--- src/rtl/game_ctrl_if.sv ---
// Handshake bundle between the game controller and its surroundings:
// frame/button/collision inputs in, object-reset strobe and game status out.
interface game_ctrl_if;
    logic        frame_tick;
    logic        start;
    logic        hit;
    logic        miss;
    logic        obj_rst;
    logic        run;
    logic [15:0] score;
    logic [1:0]  lives;
    logic [1:0]  state;

    modport master (
        output frame_tick, start, hit, miss,
        input  obj_rst, run, score, lives, state
    );

    modport slave (
        input  frame_tick, start, hit, miss,
        output obj_rst, run, score, lives, state
    );
endinterface

--- src/rtl/game_ctrl.sv ---
// Game sequencing for a ball-and-bar game: edge-detected, frame-locked
// hit/miss events drive a BCD score, a lives count and an
// IDLE/PLAY/PAUSE/OVER state machine that also strobes the object reset.
module game_ctrl #(
    parameter int unsigned LIVES        = 3,
    parameter int unsigned PAUSE_FRAMES = 60
) (
    input  logic       clk,
    input  logic       rst_n,
    game_ctrl_if.slave bus
);

    typedef enum logic [1:0] {
        S_IDLE  = 2'd0,
        S_PLAY  = 2'd1,
        S_PAUSE = 2'd2,
        S_OVER  = 2'd3
    } state_t;

    localparam logic [1:0] LIVES_INIT = 2'(LIVES);
    localparam logic [7:0] PAUSE_INIT = 8'(PAUSE_FRAMES);

    // Registered input copies, start arming and per-input frame locks
    logic        start_q;
    logic        hit_q;
    logic        miss_q;
    logic        start_arm_q;
    logic        hit_lock_q;
    logic        miss_lock_q;

    // Game state and registered outputs
    state_t      state_q;
    logic [15:0] score_q;
    logic [1:0]  lives_q;
    logic [7:0]  pause_q;
    logic        obj_rst_q;
    logic        run_q;

    logic        start_ev;
    logic        hit_ev;
    logic        miss_ev;
    logic        score_sat;
    logic [15:0] score_inc;
    logic [3:0]  carry;

    // start only counts once it has been seen low since reset, so a button
    // already held at reset release does not launch a game.
    assign start_ev  = bus.start & ~start_q & start_arm_q;
    assign hit_ev    = bus.hit   & ~hit_q   & ~hit_lock_q;
    assign miss_ev   = bus.miss  & ~miss_q  & ~miss_lock_q;
    assign score_sat = (score_q == 16'h9999);

    // BCD +1 as a ripple of per-digit carries; the units digit always increments.
    assign carry[0] = 1'b1;
    for (genvar gi = 0; gi < 4; gi++) begin : g_bcd
        logic [3:0] digit;
        assign digit = score_q[4*gi +: 4];
        if (gi < 3) begin : g_carry
            assign carry[gi+1] = carry[gi] & (digit == 4'd9);
        end
        assign score_inc[4*gi +: 4] = !carry[gi]         ? digit :
                                      (digit == 4'd9)    ? 4'd0  :
                                                           digit + 4'd1;
    end

    // Input tracking, locks and the game state machine with its registered outputs
    always_ff @(posedge clk or negedge rst_n) begin
        if (!rst_n) begin
            start_q     <= 1'b0;
            hit_q       <= 1'b0;
            miss_q      <= 1'b0;
            start_arm_q <= 1'b0;
            hit_lock_q  <= 1'b0;
            miss_lock_q <= 1'b0;
            state_q     <= S_IDLE;
            score_q     <= 16'h0000;
            lives_q     <= 2'd0;
            pause_q     <= 8'd0;
            obj_rst_q   <= 1'b0;
            run_q       <= 1'b0;
        end else begin
            start_q <= bus.start;
            hit_q   <= bus.hit;
            miss_q  <= bus.miss;
            if (!bus.start) begin
                start_arm_q <= 1'b1;
            end

            // A lock set in the same cycle as a tick survives until the next tick.
            if (hit_ev) begin
                hit_lock_q <= 1'b1;
            end else if (bus.frame_tick) begin
                hit_lock_q <= 1'b0;
            end
            if (miss_ev) begin
                miss_lock_q <= 1'b1;
            end else if (bus.frame_tick) begin
                miss_lock_q <= 1'b0;
            end

            obj_rst_q <= 1'b0;
            case (state_q)
                S_IDLE: begin
                    if (start_ev) begin
                        state_q   <= S_PLAY;
                        run_q     <= 1'b1;
                        score_q   <= 16'h0000;
                        lives_q   <= LIVES_INIT;
                        obj_rst_q <= 1'b1;
                    end
                end
                S_PLAY: begin
                    // A miss wins over a simultaneous hit.
                    if (miss_ev) begin
                        run_q <= 1'b0;
                        if (lives_q > 2'd1) begin
                            lives_q <= lives_q - 2'd1;
                            state_q <= S_PAUSE;
                            pause_q <= PAUSE_INIT;
                        end else begin
                            lives_q <= 2'd0;
                            state_q <= S_OVER;
                        end
                    end else if (hit_ev && !score_sat) begin
                        score_q <= score_inc;
                    end
                end
                S_PAUSE: begin
                    if (bus.frame_tick) begin
                        pause_q <= pause_q - 8'd1;
                        if (pause_q == 8'd1) begin
                            state_q   <= S_PLAY;
                            run_q     <= 1'b1;
                            obj_rst_q <= 1'b1;
                        end
                    end
                end
                S_OVER: begin
                    if (start_ev) begin
                        state_q <= S_IDLE;
                    end
                end
                default: begin
                    state_q <= S_IDLE;
                    run_q   <= 1'b0;
                end
            endcase
        end
    end

    assign bus.obj_rst = obj_rst_q;
    assign bus.run     = run_q;
    assign bus.score   = score_q;
    assign bus.lives   = lives_q;
    assign bus.state   = state_q;

endmodule

--- src/flat_wrapper.sv ---
// flat-port wrapper written by rule: the top's interface ports become plain ports
module game_ctrl_flat 
#(
    parameter int unsigned LIVES        = 3,
    parameter int unsigned PAUSE_FRAMES = 60
)
  (clk, rst_n, bus_frame_tick, bus_start, bus_hit, bus_miss, bus_obj_rst, bus_run, bus_score, bus_lives, bus_state);
  game_ctrl_if bus_i ();
  input  logic clk;
  input  logic rst_n;
  input wire logic [$bits(bus_i.frame_tick)-1:0] bus_frame_tick;
  input wire logic [$bits(bus_i.start)-1:0] bus_start;
  input wire logic [$bits(bus_i.hit)-1:0] bus_hit;
  input wire logic [$bits(bus_i.miss)-1:0] bus_miss;
  output wire logic [$bits(bus_i.obj_rst)-1:0] bus_obj_rst;
  output wire logic [$bits(bus_i.run)-1:0] bus_run;
  output wire logic [$bits(bus_i.score)-1:0] bus_score;
  output wire logic [$bits(bus_i.lives)-1:0] bus_lives;
  output wire logic [$bits(bus_i.state)-1:0] bus_state;
  assign bus_i.frame_tick = bus_frame_tick;
  assign bus_i.start = bus_start;
  assign bus_i.hit = bus_hit;
  assign bus_i.miss = bus_miss;
  assign bus_obj_rst = bus_i.obj_rst;
  assign bus_run = bus_i.run;
  assign bus_score = bus_i.score;
  assign bus_lives = bus_i.lives;
  assign bus_state = bus_i.state;
  game_ctrl #(.LIVES(LIVES), .PAUSE_FRAMES(PAUSE_FRAMES)) u_core (.clk(clk), .rst_n(rst_n), .bus(bus_i));
endmodule
--- config.mk ---
export PLATFORM = sky130hd
export DESIGN_NAME = game_ctrl_flat
export DESIGN_NICKNAME = d
export VERILOG_FILES = /design/src/rtl/game_ctrl_if.sv /design/src/rtl/game_ctrl.sv /design/src/flat_wrapper.sv
export SDC_FILE = /design/constraint.sdc
export NUM_CORES = 1
export LEC_CHECK = 0
export BUFFER_PORTS_ARGS = -buffer_cell sky130_fd_sc_hd__buf_2
export CAP_MARGIN = 20
export CORE_ASPECT_RATIO = 0.5
export CORE_UTILIZATION = 61
export CTS_CLUSTER_SIZE = 12
export DETAILED_ROUTE_END_ITERATION = 8
export GPL_TIMING_DRIVEN = 0
export PLACE_DENSITY = 0.84
export RECOVER_POWER = 25
export SETUP_SLACK_MARGIN = 0.1
export SLEW_MARGIN = 10
export SYNTH_ARGS = -nofsm -noshare
export SYNTH_HDL_FRONTEND = slang
export SYNTH_SLANG_ARGS = --single-unit
--- constraint.sdc ---
create_clock -name clk -period 4 [get_ports clk]
set_input_delay 0.6 -clock clk [delete_from_list [all_inputs] [get_ports clk]]
set_output_delay 0.6 -clock clk [all_outputs]
set_load 0.01 [all_outputs]
## Yosys cells after proc, flatten, opt, wreduce, memory -nomap -nowiden

Cells that the tools add are included.

| operators by class | value |
|---|---|
| add/sub/neg operators | 6 |
| magnitude comparators | 1 |
| equal/unequal tests | 20 |
| mux-type cells | 38 |
| bitwise logic cells | 13 |
| reduce and logical (&&, ||, !) cells | 16 |

Operators by type and width:

| cell | count |
|---|---|
| 16-bit 2-to-1 mux | 3 |
| 16-bit one-hot mux with 2 select lines | 1 |
| 4-bit 2-to-1 mux | 7 |
| 5-bit AND reduction | 5 |
| 8-bit 2-to-1 mux | 3 |
| 2-bit by 1-bit != test with 1-bit output (second input constant) | 9 |
| 4-bit by 1-bit adder with 4-bit output (second input constant) | 4 |
| 16-bit equality test (second input constant) | 1 |
| 4-bit equality test (second input constant) | 4 |
| 2-bit 2-to-1 mux | 8 |
| 8-bit one-hot mux with 2 select lines | 1 |
| 1-bit 2-to-1 mux | 11 |
| 1-bit bitwise AND | 8 |
| 8-bit by 1-bit equality test with 1-bit output (second input constant) | 1 |
| 2-bit one-hot mux with 4 select lines | 1 |
| 4-bit AND reduction | 2 |
| 2-bit nonzero test | 4 |
| 8-bit by 1-bit subtractor with 8-bit output (second input constant) | 1 |
| 1-bit inverter | 5 |
| 2-bit equality test (second input constant) | 2 |
| 2-bit != test (second input constant) | 2 |
| 2-bit one-hot mux with 2 select lines | 1 |
| 1-bit one-hot mux with 3 select lines | 1 |
| 3-bit AND reduction | 1 |
| other kinds (8) | 8 |

| storage, ports and cells | value |
|---|---|
| flip-flop bits (word level) | 36 |
| input bits | 6 |
| output and inout port bits | 22 |
| logic and storage cells | 109 |

## Depth between registers and ports, before layout

Gate-level depths: netlist of the first run.

| logic depth | value |
|---|---|
| depth after elaboration | 7 |
| gate-level depth with buffers | 8 |

## Worst setup path after synthesis of the first run

Ideal clock, no wire load.

| timing path | value |
|---|---|
| kind | reg-to-reg |
| from | register u_core.score_q[1], in the netlist u_core.bus.score[1] |
| to | register u_core.score_q[13], in the netlist u_core.bus.score[13] |
| library setup time | 110 ps |
| arrival time | 1901 ps |
| required time | 3890 ps |
| path slack | 1989 ps |
| stages on the path, launching flop included | 9 |
| buffers on the path | 1 |
| period minus slack after synthesis | 2011 ps |
| cells stage by stage | dfrtp_1 > inv_1 > ha_1 > nand3b_4 > or4_4 > o211ai_4 > buf_6 > o21ai_1 > o41ai_1 |

| on the way | value |
|---|---|
| word-level cells in the longest chain between the ends | 5 |
| elaborated cells between the ends (all ways) | 9 |

RTL lines:

| item | line | RTL |
|---|---|---|
| start: declaration | game_ctrl.sv:33 | `logic [15:0] score_q;` |
| start signal: assignment | game_ctrl.sv:125 | `score_q <= score_inc;` |
| 4-bit equality test / 16-bit equality test (equally long branches) | game_ctrl.sv:59, game_ctrl.sv:51 |  |
| 1-bit bitwise AND / 1-bit zero test (equally long branches) | game_ctrl.sv:59, game_ctrl.sv:124 |  |
| 1-bit bitwise AND / 1-bit logical AND (equally long branches) | game_ctrl.sv:59, game_ctrl.sv:124 |  |
| 2-bit by 1-bit != test with 1-bit output (no line) | n/a |  |
| 5-bit AND reduction (no line) * | n/a |  |

Every way passes the cells marked *; elsewhere a longest branch is shown, timed or not.
A chain may end at the register's enable or synchronous reset.

## Worst setup path in the final report of the first run

| timing path | value |
|---|---|
| from | register u_core.score_q[1], in the netlist u_core.bus.score[1] |
| to | register u_core.score_q[3], in the netlist u_core.bus.score[3] |

| on the way | value |
|---|---|
| word-level cells in the longest chain between the ends | 5 |
| elaborated cells between the ends (all ways) | 11 |

RTL lines:

| item | line | RTL |
|---|---|---|
| 4-bit by 1-bit adder with 4-bit output, or another cell as far along | game_ctrl.sv:63 | `digit + 4'd1;` |
| 4-bit 2-to-1 mux / 1-bit zero test (equally long branches) | game_ctrl.sv:62, game_ctrl.sv:124 |  |
| 16-bit 2-to-1 mux / 1-bit logical AND (equally long branches) | game_ctrl.sv:124 | `end else if (hit_ev && !score_sat) begin` |
| 16-bit 2-to-1 mux / 2-bit by 1-bit != test with 1-bit output (equally long branches) | n/a |  |
| 16-bit one-hot mux with 2 select lines / 4-bit AND reduction (equally long branches) | n/a |  |

Several ways; a longest one is shown, not always the timed one. The select of a mux whose other input is x is not followed.

==> flow_summary.yaml, run 1 <==
outcome:
  outcome: "finished with violations"
  violations: "max-capacitance violations, max-slew violations"
synthesis:
  ys_types: 47
  synthFlopType: "dfrtp_1"
  ys_top_cells_by_area: "dfrtp_1 46%, ha_1 6.4%, o21ai_0 4.1%"
  yosysTopAreaCell: "dfrtp_1"
  seq_area_frac_synth_pct: 46.1
  synthesis.area_mm2: 0.00195
  async_reset_ff_share_pct: 100
  syn_area_per_cell_um2: 10.3
  synthTopCellsByCount: "36 x dfrtp_1, 17 x nand2_1, 16 x o21ai_0"
  synthCells: 190
  ys.warnings.count: 0
  post-synth-top-count-cell: "dfrtp_1"
  synth_top_cell_area_share_pct: 46.1
  synth_fp_nets: 206
  ys_ff_latch: 36
  synth-edff-count: 0
power_and_ir_drop:
  cellPowerDensity_mw_per_mm2: 647
  power_mw: 1.45
  ir_drop_mv: 0.419
  power_leakage_nw: 1.06
clock_tree:
  cts_max_path_buffers: 2
  clk_pin_slew_worst_paths_ps: 70
  post_cts_buffers: 0
  cts_tree: "yes"
  cts_sinks: 36
  clock_latency_ps: 300
  cts_root_buf: "clkbuf_8"
  cts_resized: 0
  htree_levels: 2
  cts_buffers: 5
  ctsHoldBuffers: 0
placed_design:
  dp_hpwl_mm: 2.74
  port_buffers: 27
  dp_cells: 257
  globalplace.congestion: 0.826
timing:
  tns_ps: 0
  rsz0062_at_grt: "no"
  tightestPinTransition_ps: 1940
  drv_slew: 37
  skew_ps: 8.19
  fmax_mhz: 456
  setup_viol: 0
  min_period_ps: 2190
  period_share_pct: 54.8
  relSlewSlack_pct: -29.5
  hold_violations: 0
global_routing:
  grt_pass1_wl_mm: 6.67
  antenna_found_initial: 0
  grt_pass1_vias: 1436
  grt_max_degree: 37
  grt_usage_pct: 26.4
  grt_overflow_total: 0
hold_path:
  hp-class: "input pin to register"
route:
  drtPass1Iterations: 4
  via_per_inst: 5.89
  drtIter0Drc: 78
  wl_per_cell_um: 14.9
  routed_wl_mm: 3.95
  drc: 0
  detail-route-antenna-nets: 0
  vias: 1561
job:
  maxCapViolations: 1
die:
  die_area_mm2: 0.00345
  floorplan.rows: 14
  coreArea_mm2: 0.00303
  die_h_um: 42.0
  chipWidth_um: 82.0
  initial_core_util_pct: 64.5
  ios: 28
cells_and_area:
  drive_above_1_share_pct: 23.6
  stdcell_count: 265
  fin_nets: 240
  area_delta_synth_final_pct: 14.8
  antenna_cells: 0
critical_path:
  ff2ff_path_depth: 7
  critical_path_arrival_ps: 2370
  startpoint: "u_core.bus.score[1]"
  critPathMaxFanout: 7
  endpoint: "u_core.bus.score[3]"
  path_class: "register to register"
  worstSetupStartpointType: "register"
  worst_r2r_endpoint: "u_core.bus.score[3]"
  timing.rr.start: "u_core.bus.score[1]"
  worst_ep_required_time_ps: 4180
  end_kind: "register"
  r2r_slack_ps: 1810
[worst min path at each step]
stage | startpoint | cells after the start | slack [ps] | endpoint
final | bus_hit | 1 | 420 | u_core.hit_q
after global routing | bus_hit | 1 | 420 | u_core.hit_q
after CTS | rst_n | 1 | 410 | u_core.bus.score[0]
after detailed placement | u_core.start_arm_q | 1 | 460 | u_core.start_arm_q
after global placement | u_core.start_arm_q | 1 | 450 | u_core.start_arm_q
after floorplan | rst_n | 0 | 300 | u_core.bus.lives[0]
[final cells by class]
class                           count  area (µm²)
Multi-Input combinational cell    142         991
Clock buffer                        6        72.6
Inverter                            9        33.8
Tap cell                           40        50.0
Fill cell                         223         788
Sequential cell                    36         901
Clock inverter                      2        35.0
Buffer                              3        27.5
Timing Repair Buffer               27         131
[stage by stage]
| step | hold slack [ps] | setup slack (ps) | utilization (%) | area [µm²] |
|---|---|---|---|---|
| 2_1_floorplan | 304 | 1990 | - | 1950 |
| 3_3_place_gp | 449 | 1810 | 70.6 | 2140 |
| 3_5_place_dp | 457 | 1730 | 70.6 | 2140 |
| 4_1_cts | 414 | 1810 | 74.1 | 2250 |
| 5_1_grt | 421 | 1650 | 74.0 | 2240 |
| 6_report | 422 | 1810 | 74.0 | 2240 |
[metal layers]
layer | track usage (%) | share of wire [%]
met1 | 34.4 | 46
met4 | 8.42 | 1.0
met2 | 42.8 | 48
met5 | 0 | 0
met3 | 7.17 | 4.3
[kinds of logic (layout without fill, tap and decap cells)]
group,count (synthesis),after routing,synth area share (%)
AND/OR/NAND/NOR,80,80,24.0
adder cells (fa/ha/maj),10,10,6.41
multiplexers,3,3,1.60
XOR/XNOR,1,1,0.449
AO/OA/AOI/OAI,48,48,18.3
buffers and inverters,12,47,3.14
flip-flops,36,36,46.1
[sequential cells by signal (all words and copies together) (netlist names)]
signal              count
u_core.miss_lock_q      1
u_core.hit_lock_q       1
u_core.start_arm_q      1
u_core.bus.score       16
u_core.hit_q            1
u_core.bus.obj_rst      1
u_core.miss_q           1
u_core.bus.lives        2
u_core.start_q          1
u_core.bus.run          1
u_core.pause_q          8
u_core.bus.state        2
[worst max-delay path, stage by stage (launching register included)]
cell      delay (ps)
dfrtp_1          420
inv_1             70
ha_1             190
nand3b_4         100
or4_4            580
a21oi_1          410
or4_1            210
nand3_1           90
[cells in the final DEF, fill, tap and decap left out, drive strengths merged, types with 2 or more instances in the layout]
cell    Yosys  final
a21o        2      2
and2        2      2
o21ai      24     24
o211ai      2      2
o31ai       8      8
or4         2      2
mux2i       2      2
nor3        4      4
nand2b      5      5
a21oi       4      4
nor2b       2      2
nor2       10     10
dfrtp      36     36
buf         3     27
nand3b      8      8
or3         2      2
clkbuf      0      9
o41ai       5      5
or2         3      3
nor4        2      2
nand2      17     17
inv         9      9
nand3      12     12
ha         10     10
and3        4      4
[report_power, final]
part	switching (mW)	internal (mW)	total, mW
clock network	0.133	0.185	0.318
registers	0.124	0.465	0.589
logic	0.319	0.224	0.543
total	0.577	0.873	1.45
No activity file was read; power rests on OpenSTA's default activity.
==> run 2, diff against run 1 <==
- CORE_UTILIZATION: 61 -> 56
- PLACE_DENSITY: 0.84 -> 0.78
- clock period: 4 -> 2.2 ns (I/O delays scaled with it)
==> flow_summary.yaml, run 2 (same netlist as run 1, synthesis figures left out) <==
outcome:
  outcome: "complete, no violations"
route:
  drtPass1Iterations: 4
  via_per_inst: 5.89
  routed_wl_mm: 4.09
  wl_per_cell_um: 15.1
  drtIter0Drc: 96
  vias: 1591
  detail-route-antenna-nets: 0
  drc: 0
clock_tree:
  cts_max_path_buffers: 2
  clk_pin_slew_worst_paths_ps: 80
  cts_buffers: 5
  cts_root_buf: "clkbuf_8"
  htree_levels: 2
  ctsHoldBuffers: 0
  clock_latency_ps: 290
  cts_tree: "yes"
  cts_sinks: 36
job:
  maxCapViolations: 0
cells_and_area:
  largest_reg_flops: 16
  stdcell_count: 270
  fin_nets: 245
  multi_input_area_mm2: 0.00101
  postLayoutCoreUtil_pct: 73.0
  seq_area_um2: 902
  area_delta_synth_final_pct: 17.8
  antenna_cells: 0
  drive_above_1_share_pct: 27.0
  fill_cells: 249
  layout_commonest_cell: "dfrtp_1"
  final_cell_mix: "35 x dfrtp_1, 25 x buf_2, 17 x nand2_1"
  finalInstanceArea_mm2: 0.00230
timing:
  tns_ps: 0
  relSlewSlack_pct: 46.3
  hold_violations: 0
  drv_slew: 0
  tightestPinTransition_ps: 805
  min_period_ps: 2180
  fmax_mhz: 459
  setup_viol: 0
  skew_ps: 6.51
  rsz0062_at_grt: "yes"
  period_share_pct: 99.1
global_routing:
  grt_busiest_layer: "met2"
  grt_overflow_total: 0
  grt_pass1_wl_mm: 6.80
  grt.met3_usage_pct: 7.05
  grtUsageMet1_pct: 30.3
  use_met2_pct: 40.6
  grt_usage_pct: 23.8
  grt_pass1_vias: 1490
  antenna_found_initial: 0
  grt_max_degree: 37
power_and_ir_drop:
  pwr-share-comb_pct: 38.8
  p_int_mw: 1.65
  switchingPower_mw: 1.10
  p_clk_share_pct: 21.5
  sequentialPowerShare_pct: 39.7
  power_leakage_nw: 1.08
  ir_drop_mv: 0.620
  cellPowerDensity_mw_per_mm2: 1190
  power_mw: 2.75
  switching_share_pct: 40.0
critical_path:
  critPathMaxFanout: 7
  timing.rr.start: "u_core.bus.score[1]"
  ff2ff_path_depth: 8
  end_kind: "register"
  path_delay_family: "simple AND/OR/NAND/NOR gates"
  worst_ep_required_time_ps: 2390
  worstPathCellList: "inv_1, ha_4, nand3b_4, or4_4, o211ai_4, buf_4, nor3_1, a21o_1"
  critical_path_arrival_ps: 2370
  worst-path-stages: 8
  worst_r2r_endpoint: "u_core.bus.score[4]"
  r2r_slack_ps: 20
  worstSetupStartpointType: "register"
  cp.buffers_inverters: 2
  path_class: "register to register"
  crit_path_max_incr_delay_ps: 580
  startpoint: "u_core.bus.score[1]"
  endpoint: "u_core.bus.score[4]"
  slowest_stage: "or4_4"
die:
  coreArea_mm2: 0.00315
  floorplan.rows: 14
  die_h_um: 43.8
  die_area_mm2: 0.00374
  ios: 28
  chipWidth_um: 85.5
  initial_core_util_pct: 61.9
placed_design:
  port_buffers: 27
  dp_cells: 257
  globalplace.congestion: 0.767
  placed_area_mm2: 0.00214
  dp_hpwl_mm: 2.75
hold_path:
  hp-class: "input pin to asynchronous set/reset pin"
[run 2: cell types whose count changed in the layout (fill, tap and decap cells not counted), sizes merged]
cell	before	now
buf	27	32
clkbuf	9	8
clkinvlp	0	1
[run 2: worst min-delay path by stage]
stage | endpoint | slack [ps] | startpoint | cells past startpoint
2_1_floorplan | u_core.bus.lives[0] | 30 | rst_n | 0
3_3_place_gp | u_core.start_arm_q | 450 | u_core.start_arm_q | 1
3_5_place_dp | u_core.hit_q | 460 | bus_hit | 1
4_1_cts | u_core.bus.score[9] | 150 | rst_n | 1
5_1_grt | u_core.hit_q | 160 | bus_hit | 1
6_report | u_core.bus.score[9] | 120 | rst_n | 1
[run 2: power by group through the flow]
stage	sequential (mW)	combinational (mW)	clock, mW
2_1_floorplan	1.09	0.653	0
4_1_cts	1.08	1.04	0.598
3_5_place_dp	1.08	0.981	0
5_1_grt	1.13	1.19	0.622
6_report	1.09	1.07	0.591
3_3_place_gp	1.07	0.948	0
[run 2: what timing repair did]
item                       CTS  global route
setup endpoints to repair   13            14
buffers inserted             3             1
pin swaps                    1             1
gates resized for setup      1             5
gates cloned                 0             1
[run 2: layer usage]
layer	up-vias	share of wire [%]
li1	770	-
met3	3	3.6
met5	-	0
met1	792	47
met2	26	49
met4	0	0.37
[run 2: metrics by stage]
step                      setup WS, ps  hold WS [ps]
after CTS                         57.4           148
after global routing             -20.5           160
after detailed placement          27.0           458
after floorplan                    189          34.4
final                             19.1           119
after global placement            91.8           450
[run 2: area by class of cell]
cell class / count / share of cell area [%]
inverter: 9 / 1.47
sequential: 36 / 39.2
multi-input combinational: 142 / 43.8
clock inverter: 3 / 1.85
clock buffer: 5 / 2.99
buffer: 3 / 1.20
tap: 40 / 2.18
timing repair buffer: 32 / 7.34
